## src/rtl/pll_sup_pkg.sv

```systemverilog
// Shared types and constants for the PLL lock supervisor.
package pll_sup_pkg;

    // Width of the saturating lock-loss counter.
    localparam int unsigned LOSS_W = 8;

    typedef enum logic [2:0] {
        RESET_PLL,
        WAIT_LOCK,
        STABLE,
        RELEASE,
        RUN,
        FAULT
    } sup_state_t;

    // Counter width for a counter that runs 0..limit-1; never narrower than 1 bit.
    function automatic int unsigned cnt_width(input int unsigned limit);
        return (limit > 1) ? $clog2(limit) : 1;
    endfunction

endpackage

```

## src/rtl/pll_lock_supervisor_sync.sv

```systemverilog
// sync_2ff: generic two-flop synchroniser for a single asynchronous bit.
module sync_2ff (
    input  logic clock,
    input  logic resetn,
    input  logic d,
    output logic q
);

    logic meta;

    // Two-stage capture of the asynchronous input; cleared by reset.
    always_ff @(posedge clock) begin
        if (!resetn) begin
            meta <= 1'b0;
            q    <= 1'b0;
        end else begin
            meta <= d;
            q    <= meta;
        end
    end

endmodule

```

## src/rtl/pll_lock_supervisor.sv

```systemverilog
// pll_lock_supervisor: PLL reset/lock sequencing with staggered domain reset release.
// Optional feature macro: PLL_SUP_LOSS_COUNTER_EN enables the lock-loss counter;
// without it loss_count is tied to zero.
module pll_lock_supervisor
    import pll_sup_pkg::*;
#(
    parameter int unsigned NUM_DOMAINS    = 3,
    parameter int unsigned RST_PULSE      = 16,
    parameter int unsigned STABLE_CYCLES  = 1024,
    parameter int unsigned STAGGER_CYCLES = 16,
    parameter int unsigned TIMEOUT_CYCLES = 125000,
    parameter int unsigned MAX_RETRIES    = 3
) (
    input  logic                              clock,
    input  logic                              resetn,
    input  logic                              pll_locked,
    output logic                              pll_rst,
    output logic [NUM_DOMAINS-1:0]            domain_rst_n,
    output logic                              all_ready,
    output logic                              fault,
    output logic [$clog2(MAX_RETRIES+2)-1:0]  retry_count,
    output logic [LOSS_W-1:0]                 loss_count
);

    localparam int unsigned RST_W    = cnt_width(RST_PULSE);
    localparam int unsigned STABLE_W = cnt_width(STABLE_CYCLES);
    localparam int unsigned TO_W     = cnt_width(TIMEOUT_CYCLES);
    localparam int unsigned REL_W    = cnt_width((NUM_DOMAINS - 1) * STAGGER_CYCLES);
    localparam int unsigned RETRY_W  = $clog2(MAX_RETRIES + 2);

    localparam logic [RST_W-1:0]    RST_LAST    = RST_W'(RST_PULSE - 1);
    localparam logic [STABLE_W-1:0] STABLE_LAST = STABLE_W'(STABLE_CYCLES - 1);
    localparam logic [TO_W-1:0]     TO_LAST     = TO_W'(TIMEOUT_CYCLES - 1);
    localparam logic [REL_W-1:0]    REL_LAST    = REL_W'((NUM_DOMAINS - 1) * STAGGER_CYCLES - 1);
    localparam logic [RETRY_W-1:0]  RETRY_MAX   = RETRY_W'(MAX_RETRIES);

    sup_state_t           state, state_next;
    logic                 lock_s;
    logic [RST_W-1:0]     rst_cnt, rst_cnt_next;
    logic [STABLE_W-1:0]  stable_cnt, stable_cnt_next;
    logic [TO_W-1:0]      to_cnt, to_cnt_next;
    logic [REL_W-1:0]     rel_cnt, rel_cnt_next;
    logic [RETRY_W-1:0]   retry_next;
    logic [NUM_DOMAINS-1:0] domain_next;

    sync_2ff u_lock_sync (
        .clock  (clock),
        .resetn (resetn),
        .d      (pll_locked),
        .q      (lock_s)
    );

    // Next-state and counter logic for the supervisor FSM.
    always_comb begin
        state_next      = state;
        rst_cnt_next    = rst_cnt;
        stable_cnt_next = stable_cnt;
        to_cnt_next     = to_cnt;
        rel_cnt_next    = rel_cnt;
        retry_next      = retry_count;
        case (state)
            RESET_PLL: begin
                if (rst_cnt == RST_LAST) begin
                    state_next  = WAIT_LOCK;
                    to_cnt_next = '0;
                end else begin
                    rst_cnt_next = rst_cnt + 1'b1;
                end
            end
            WAIT_LOCK: begin
                if (lock_s) begin
                    state_next      = STABLE;
                    stable_cnt_next = '0;
                end else if (to_cnt == TO_LAST) begin
                    retry_next   = retry_count + 1'b1;
                    state_next   = (retry_next > RETRY_MAX) ? FAULT : RESET_PLL;
                    rst_cnt_next = '0;
                end else begin
                    to_cnt_next = to_cnt + 1'b1;
                end
            end
            STABLE: begin
                // The attempt timeout keeps running here so a flapping lock cannot extend it.
                if (to_cnt != TO_LAST) begin
                    to_cnt_next = to_cnt + 1'b1;
                end
                if (!lock_s) begin
                    state_next = WAIT_LOCK;
                end else if (stable_cnt == STABLE_LAST) begin
                    rel_cnt_next = '0;
                    if (NUM_DOMAINS > 1) begin
                        state_next = RELEASE;
                    end else begin
                        state_next = RUN;
                        retry_next = '0;
                    end
                end else begin
                    stable_cnt_next = stable_cnt + 1'b1;
                end
            end
            RELEASE: begin
                if (!lock_s) begin
                    state_next   = RESET_PLL;
                    rst_cnt_next = '0;
                end else if (rel_cnt == REL_LAST) begin
                    state_next = RUN;
                    retry_next = '0;
                end else begin
                    rel_cnt_next = rel_cnt + 1'b1;
                end
            end
            RUN: begin
                if (!lock_s) begin
                    state_next   = RESET_PLL;
                    rst_cnt_next = '0;
                end
            end
            FAULT: begin
                state_next = FAULT;
            end
            default: begin
                state_next   = RESET_PLL;
                rst_cnt_next = '0;
            end
        endcase
    end

    // Domain reset pattern for the upcoming state; domains only ever release in index order.
    always_comb begin
        domain_next = '0;
        if (state_next == RUN) begin
            domain_next = '1;
        end else if (state_next == RELEASE) begin
            for (int unsigned k = 0; k < NUM_DOMAINS - 1; k++) begin
                if (rel_cnt_next >= REL_W'(k * STAGGER_CYCLES)) begin
                    domain_next = domain_next | (NUM_DOMAINS'(1) << k);
                end
            end
        end
    end

    // State, counters and registered outputs.
    always_ff @(posedge clock) begin
        if (!resetn) begin
            state        <= RESET_PLL;
            rst_cnt      <= '0;
            stable_cnt   <= '0;
            to_cnt       <= '0;
            rel_cnt      <= '0;
            retry_count  <= '0;
            pll_rst      <= 1'b1;
            domain_rst_n <= '0;
            all_ready    <= 1'b0;
            fault        <= 1'b0;
        end else begin
            state        <= state_next;
            rst_cnt      <= rst_cnt_next;
            stable_cnt   <= stable_cnt_next;
            to_cnt       <= to_cnt_next;
            rel_cnt      <= rel_cnt_next;
            retry_count  <= retry_next;
            pll_rst      <= (state_next == RESET_PLL) || (state_next == FAULT);
            domain_rst_n <= domain_next;
            all_ready    <= (state_next == RUN);
            fault        <= (state_next == FAULT);
        end
    end

`ifdef PLL_SUP_LOSS_COUNTER_EN
    logic lost;
    assign lost = ((state == RELEASE) || (state == RUN)) && !lock_s;

    // Saturating count of lock-loss events seen after release began.
    always_ff @(posedge clock) begin
        if (!resetn) begin
            loss_count <= '0;
        end else if (lost && (loss_count != '1)) begin
            loss_count <= loss_count + 1'b1;
        end
    end
`else
    assign loss_count = '0;
`endif

endmodule
```

## config.mk

```make
export PLATFORM = sky130hd
export DESIGN_NAME = pll_lock_supervisor
export DESIGN_NICKNAME = d
export VERILOG_FILES = /design/src/rtl/pll_sup_pkg.sv /design/src/rtl/pll_lock_supervisor_sync.sv /design/src/rtl/pll_lock_supervisor.sv
export SDC_FILE = /design/constraint.sdc
export NUM_CORES = 1
export LEC_CHECK = 0
export CORE_ASPECT_RATIO = 0.7
export CORE_UTILIZATION = 40
export CTS_BUF_LIST = sky130_fd_sc_hd__clkbuf_8
export DETAILED_ROUTE_END_ITERATION = 10
export RECOVER_POWER = 50
export SLEW_MARGIN = 20
export SYNTH_ARGS = -nofsm -noshare
export SYNTH_HDL_FRONTEND = slang
export SYNTH_HIERARCHICAL = 1
export SYNTH_SLANG_ARGS = --single-unit
```

## constraint.sdc

```tcl
create_clock -name clock -period 2.7 [get_ports clock]
set_input_delay 0.405 -clock clock [delete_from_list [all_inputs] [get_ports clock]]
set_output_delay 0.405 -clock clock [all_outputs]
set_load 0.03 [all_outputs]
```

==> results by stage <==
Global routing:
- The overall track demand over capacity in global routing is between 10% and 20%.
- The first global-routing pass estimated 9920 µm of wire.
- The initial antenna violation count is 0.
- The pin count of the biggest net entering global routing is 23.
- The number of global-route vias before repair is 1962.
- The leftover overflow at the end of global routing is 0.

Power:
- Across the VDD grid, the largest voltage drop is 198 µV.
- The part of the power in registers is 61.4%.
- The internal power is 0.914 mW.
- The switching power summed over all nets is 0.281 mW.
- Dividing total power by cell area gives a power density of 408 mW/mm².
- For this design the static power due to leakage is between 1 and 1.5 nW.
- The switching portion of total power is 23.5%.
- The relative contribution of the clock network to total power is a little over a third.
- The share of total power dissipated in combinational logic is 3.6%.
- The overall power is between 1 and 1.5 mW.

Clock network:
- The CTS buffer count is 5.
- The clock network latency to the later pin of the worst-skew pair is 300 ps.
- CTS placed an instance of clkbuf_8 at the clock tree root.
- TritonCTS built the clock tree.
- The number of H-tree levels is 2.
- For this design, the CTS-stage hold fixing added 0 buffers.
- Counting along the longest clock path gives a buffer depth of 2.
- Clock tree synthesis found a total of approximately 50 sinks.
- After clock tree synthesis, the setup repair step added 0 buffers.
- After clock tree synthesis, the repair step resized 0 gates.
- Clock-pin slew was measured on the worst setup and hold paths at around 90 ps.

STA:
- The worst-case clock skew is 4.46 ps.
- Timing would allow up to ~430 MHz.
- The setup total negative slack is 0 ps.
- The final hold violation count is 0.
- Setup repair after global routing left no endpoint under its margin.
- For the pin with the worst max-slew slack, the measured transition is 655 ps.
- The portion of the clock cycle consumed by the worst path in the final layout is 85.6%.
- The slack of the critical path is 388 ps.
- In this run the tightest slew margin relative to its limit is 56.2%.
- The max-slew violation total from the final report was 0.
- The final setup violation count is 0.
- For the finished layout, the period the worst path requires is 2310 ps.

Cells and area:
- The area growth from synthesis to layout is 8.03%.
- The area used by multi-input combinational logic is around 0.0016 mm².
- The post-layout net count is ~320.
- The post-route netlist has under 10% of its cells at a drive strength greater than 1.
- In the layout the commonest cells are dfxtp_1, nor2_1, nand2_1.
- The most common library cell in the layout ignoring fill and taps is dfxtp_1.
- The number of antenna diodes in the final layout is 0.
- The final-layout fill cell count is 639.
- The count of non-filler cells in the finished layout is 406.
- The sequential cell area is 981 µm².

Route:
- For this block, the routed nets add up to 5720 µm of wire.
- In the routed layout, each cell is associated on average with a via count of 5.43.
- The number of iterations in the first detailed-routing pass is 4.
- The total via count after detailed routing is approximately 2200.
- After detailed routing, the average wire length per cell comes to approximately 14 µm.
- For this run, design rule violations remaining after detail routing come to 0.
- The first-iteration detailed-routing DRC count is 150.
- The remaining number of nets flagged by the antenna check after routing is 0.

Synthesis:
- The dominant combinational cell family by area after synthesis is simple AND/OR/NAND/NOR gates.
- After Yosys synthesis, XOR and XNOR cells account for between 6 and 7% of the synthesized area.
- After Yosys synthesis, full adders, half adders and majority gates account for 2.77% of the synthesized area.
- After synthesis, the mean cell area works out to between 8 and 9 µm².
- The prevailing post-synth register cell is dfxtp_1.
- The gate count after technology mapping is 307.
- The number of synthesized register bits is 49.
- The number of synthesized flops with an enable pin is 0.
- The number of warnings issued by yosys is 6.
- The fraction of the mapped netlist area in compound gates is 17.4%.
- The synthesized netlist devotes 29.2% of its cell area to simple gates.
- The mapped netlist covers 0.00271 mm².
- Counting distinct cell types in the post-synthesis netlist gives between 60 and 70.
- Sequential cells were found to cover 36.2% of the synthesized design area.
- The multiplexer fraction of the synthesized cell area is about 1.9%.
- For this run, asynchronously set or reset flops after synthesis account for 0%.

Setup path:
- The kind of end point of the critical path is a flip-flop.
- The type of element launching the critical path is a flip-flop.
- The kind of critical path is reg -> reg.
- Data arrives at the worst endpoint at ~2600 ps.
- The critical-path maximum fanout is 22.
- The required time of the worst setup path is 2930 ps.

Die:
- The die is 100 µm wide.
- The effective utilization at floorplan is 42.4%.
- In this run the vertical extent of the chip is 70.9 µm.
- The floorplan die area is ~0.007 mm².
- The site row count is 24.
- For this design the top-level I/O count stands at 20.
- The core area is 0.00640 mm².

Placement:
- The wire-length estimate of the detail-placed layout is between 4000 and 5000 µm.
- Counting tap cells, the placed design contains a total of between 300 and 400 instances.
- The worst setup slack after placement is roughly 510 ps.
- Port buffering added 11 buffers.
- Routability-driven placement finished with a final weighted congestion of around 0.79.

Status:
- The run finished with clean final reports.

Job:
- Max-cap violations in this run came to 0.

Hold path:
- The worst hold path class is reg -> reg.
-- state kept, by name, summed over array words and instances, names as in the netlist, 3 cells and up, named ones only --
| register | cells |
|---|---|
| domain_rst_n | 3 |
| rel_cnt | 3 |
| to_cnt | 17 |
| stable_cnt | 10 |
| retry_count | 3 |
| state | 3 |
| rst_cnt | 4 |
-- per-layer routing --
layer	track usage, %	routed length, µm	vias to the layer above
met5	0	0	-
met4	3.38	42	0
met3	3.95	270	5
met2	21.1	1970	48
met1	30.0	3440	1021
li1	-	-	1130
-- area by class of cell --
type                       count  share of cell area, %
timing repair buffer          15                   4.53
inverter                       7                  0.897
clock buffer                   5                   2.35
sequential                    49                   33.5
tap                           91                   3.89
multi-input combinational    236                   54.4
clock inverter                 3                  0.470
-- power by group through the flow --
stage | sequential (mW) | clock, mW | combinational [mW]
final | 0.734 | 0.418 | 0.0431
after detailed placement | 0.751 | 0 | 0.0443
after CTS | 0.734 | 0.429 | 0.0444
after global placement | 0.751 | 0 | 0.0442
after floorplan | 0.747 | 0 | 0.0438
after global routing | 0.735 | 0.460 | 0.0470
-- stage by stage --
stage          util [%]  instance area, µm²  hold slack, ps
6_report           45.8                2930             453
2_1_floorplan         -                2740             406
3_5_place_dp       44.8                2860             428
4_1_cts            46.1                2950             461
5_1_grt            45.8                2930             473
3_3_place_gp       44.8                2860             422
-- critical path, stage by stage, from the launching register on --
cell and delay (ps):
dfxtp_1 750, a311oi_1 210, nor3b_2 380, o2111ai_2 330
or3_1 430, a21oi_1 140
-- synthesized netlist by cell type, types with 2 or more instances --
cell	number	share of area, %
nand2b_1	5	1.2
nor3b_1	3	0.83
nand3_1	12	2.2
nor2b_1	4	0.92
or3_1	6	1.4
o21a_1	2	0.55
and4_1	6	1.9
nand4b_1	2	0.65
ha_1	6	2.8
mux2i_1	4	1.5
nor2_1	28	3.9
nand3b_1	5	1.4
or4b_1	2	0.74
xnor2_1	11	3.6
o21ai_1	3	0.55
a211oi_1	5	1.4
o2111ai_1	2	0.65
dfxtp_1	49	36
a31oi_1	3	0.69
nor2_2	2	0.46
buf_2	2	0.37
clkbuf_1	10	1.4
nor4b_1	3	0.97
a311oi_1	6	1.9
nor3_1	3	0.55
nand4_1	8	1.8
o211ai_1	5	1.4
nand2_1	16	2.2
buf_4	9	2.5
o31ai_1	3	0.83
a21oi_1	14	2.6
a211o_1	2	0.65
inv_1	6	0.83
and3_1	5	1.2
and2_1	8	1.8
o21ai_0	11	2.0
xor2_1	10	3.2
o221a_2	3	1.2
-- logic make-up after synthesis --
kind of cell,Yosys count
mux,5
simple gates,130
fa+ha+maj,6
flops,49
buf+inv,29
compound gates,66
other cells,1
xor+xnor,21
-- worst paths after layout --
check | startpoint | end | slack (ps) | depth (start not counted)
worst min register to register | u_lock_sync/meta | u_lock_sync/q | 450 | 1
worst max-delay path | state[0] | to_cnt[13] | 390 | 5
worst max register to register | state[0] | to_cnt[13] | 390 | 5
worst min-delay path | u_lock_sync/meta | u_lock_sync/q | 450 | 1
No activity file was read; power rests on OpenSTA's default activity.
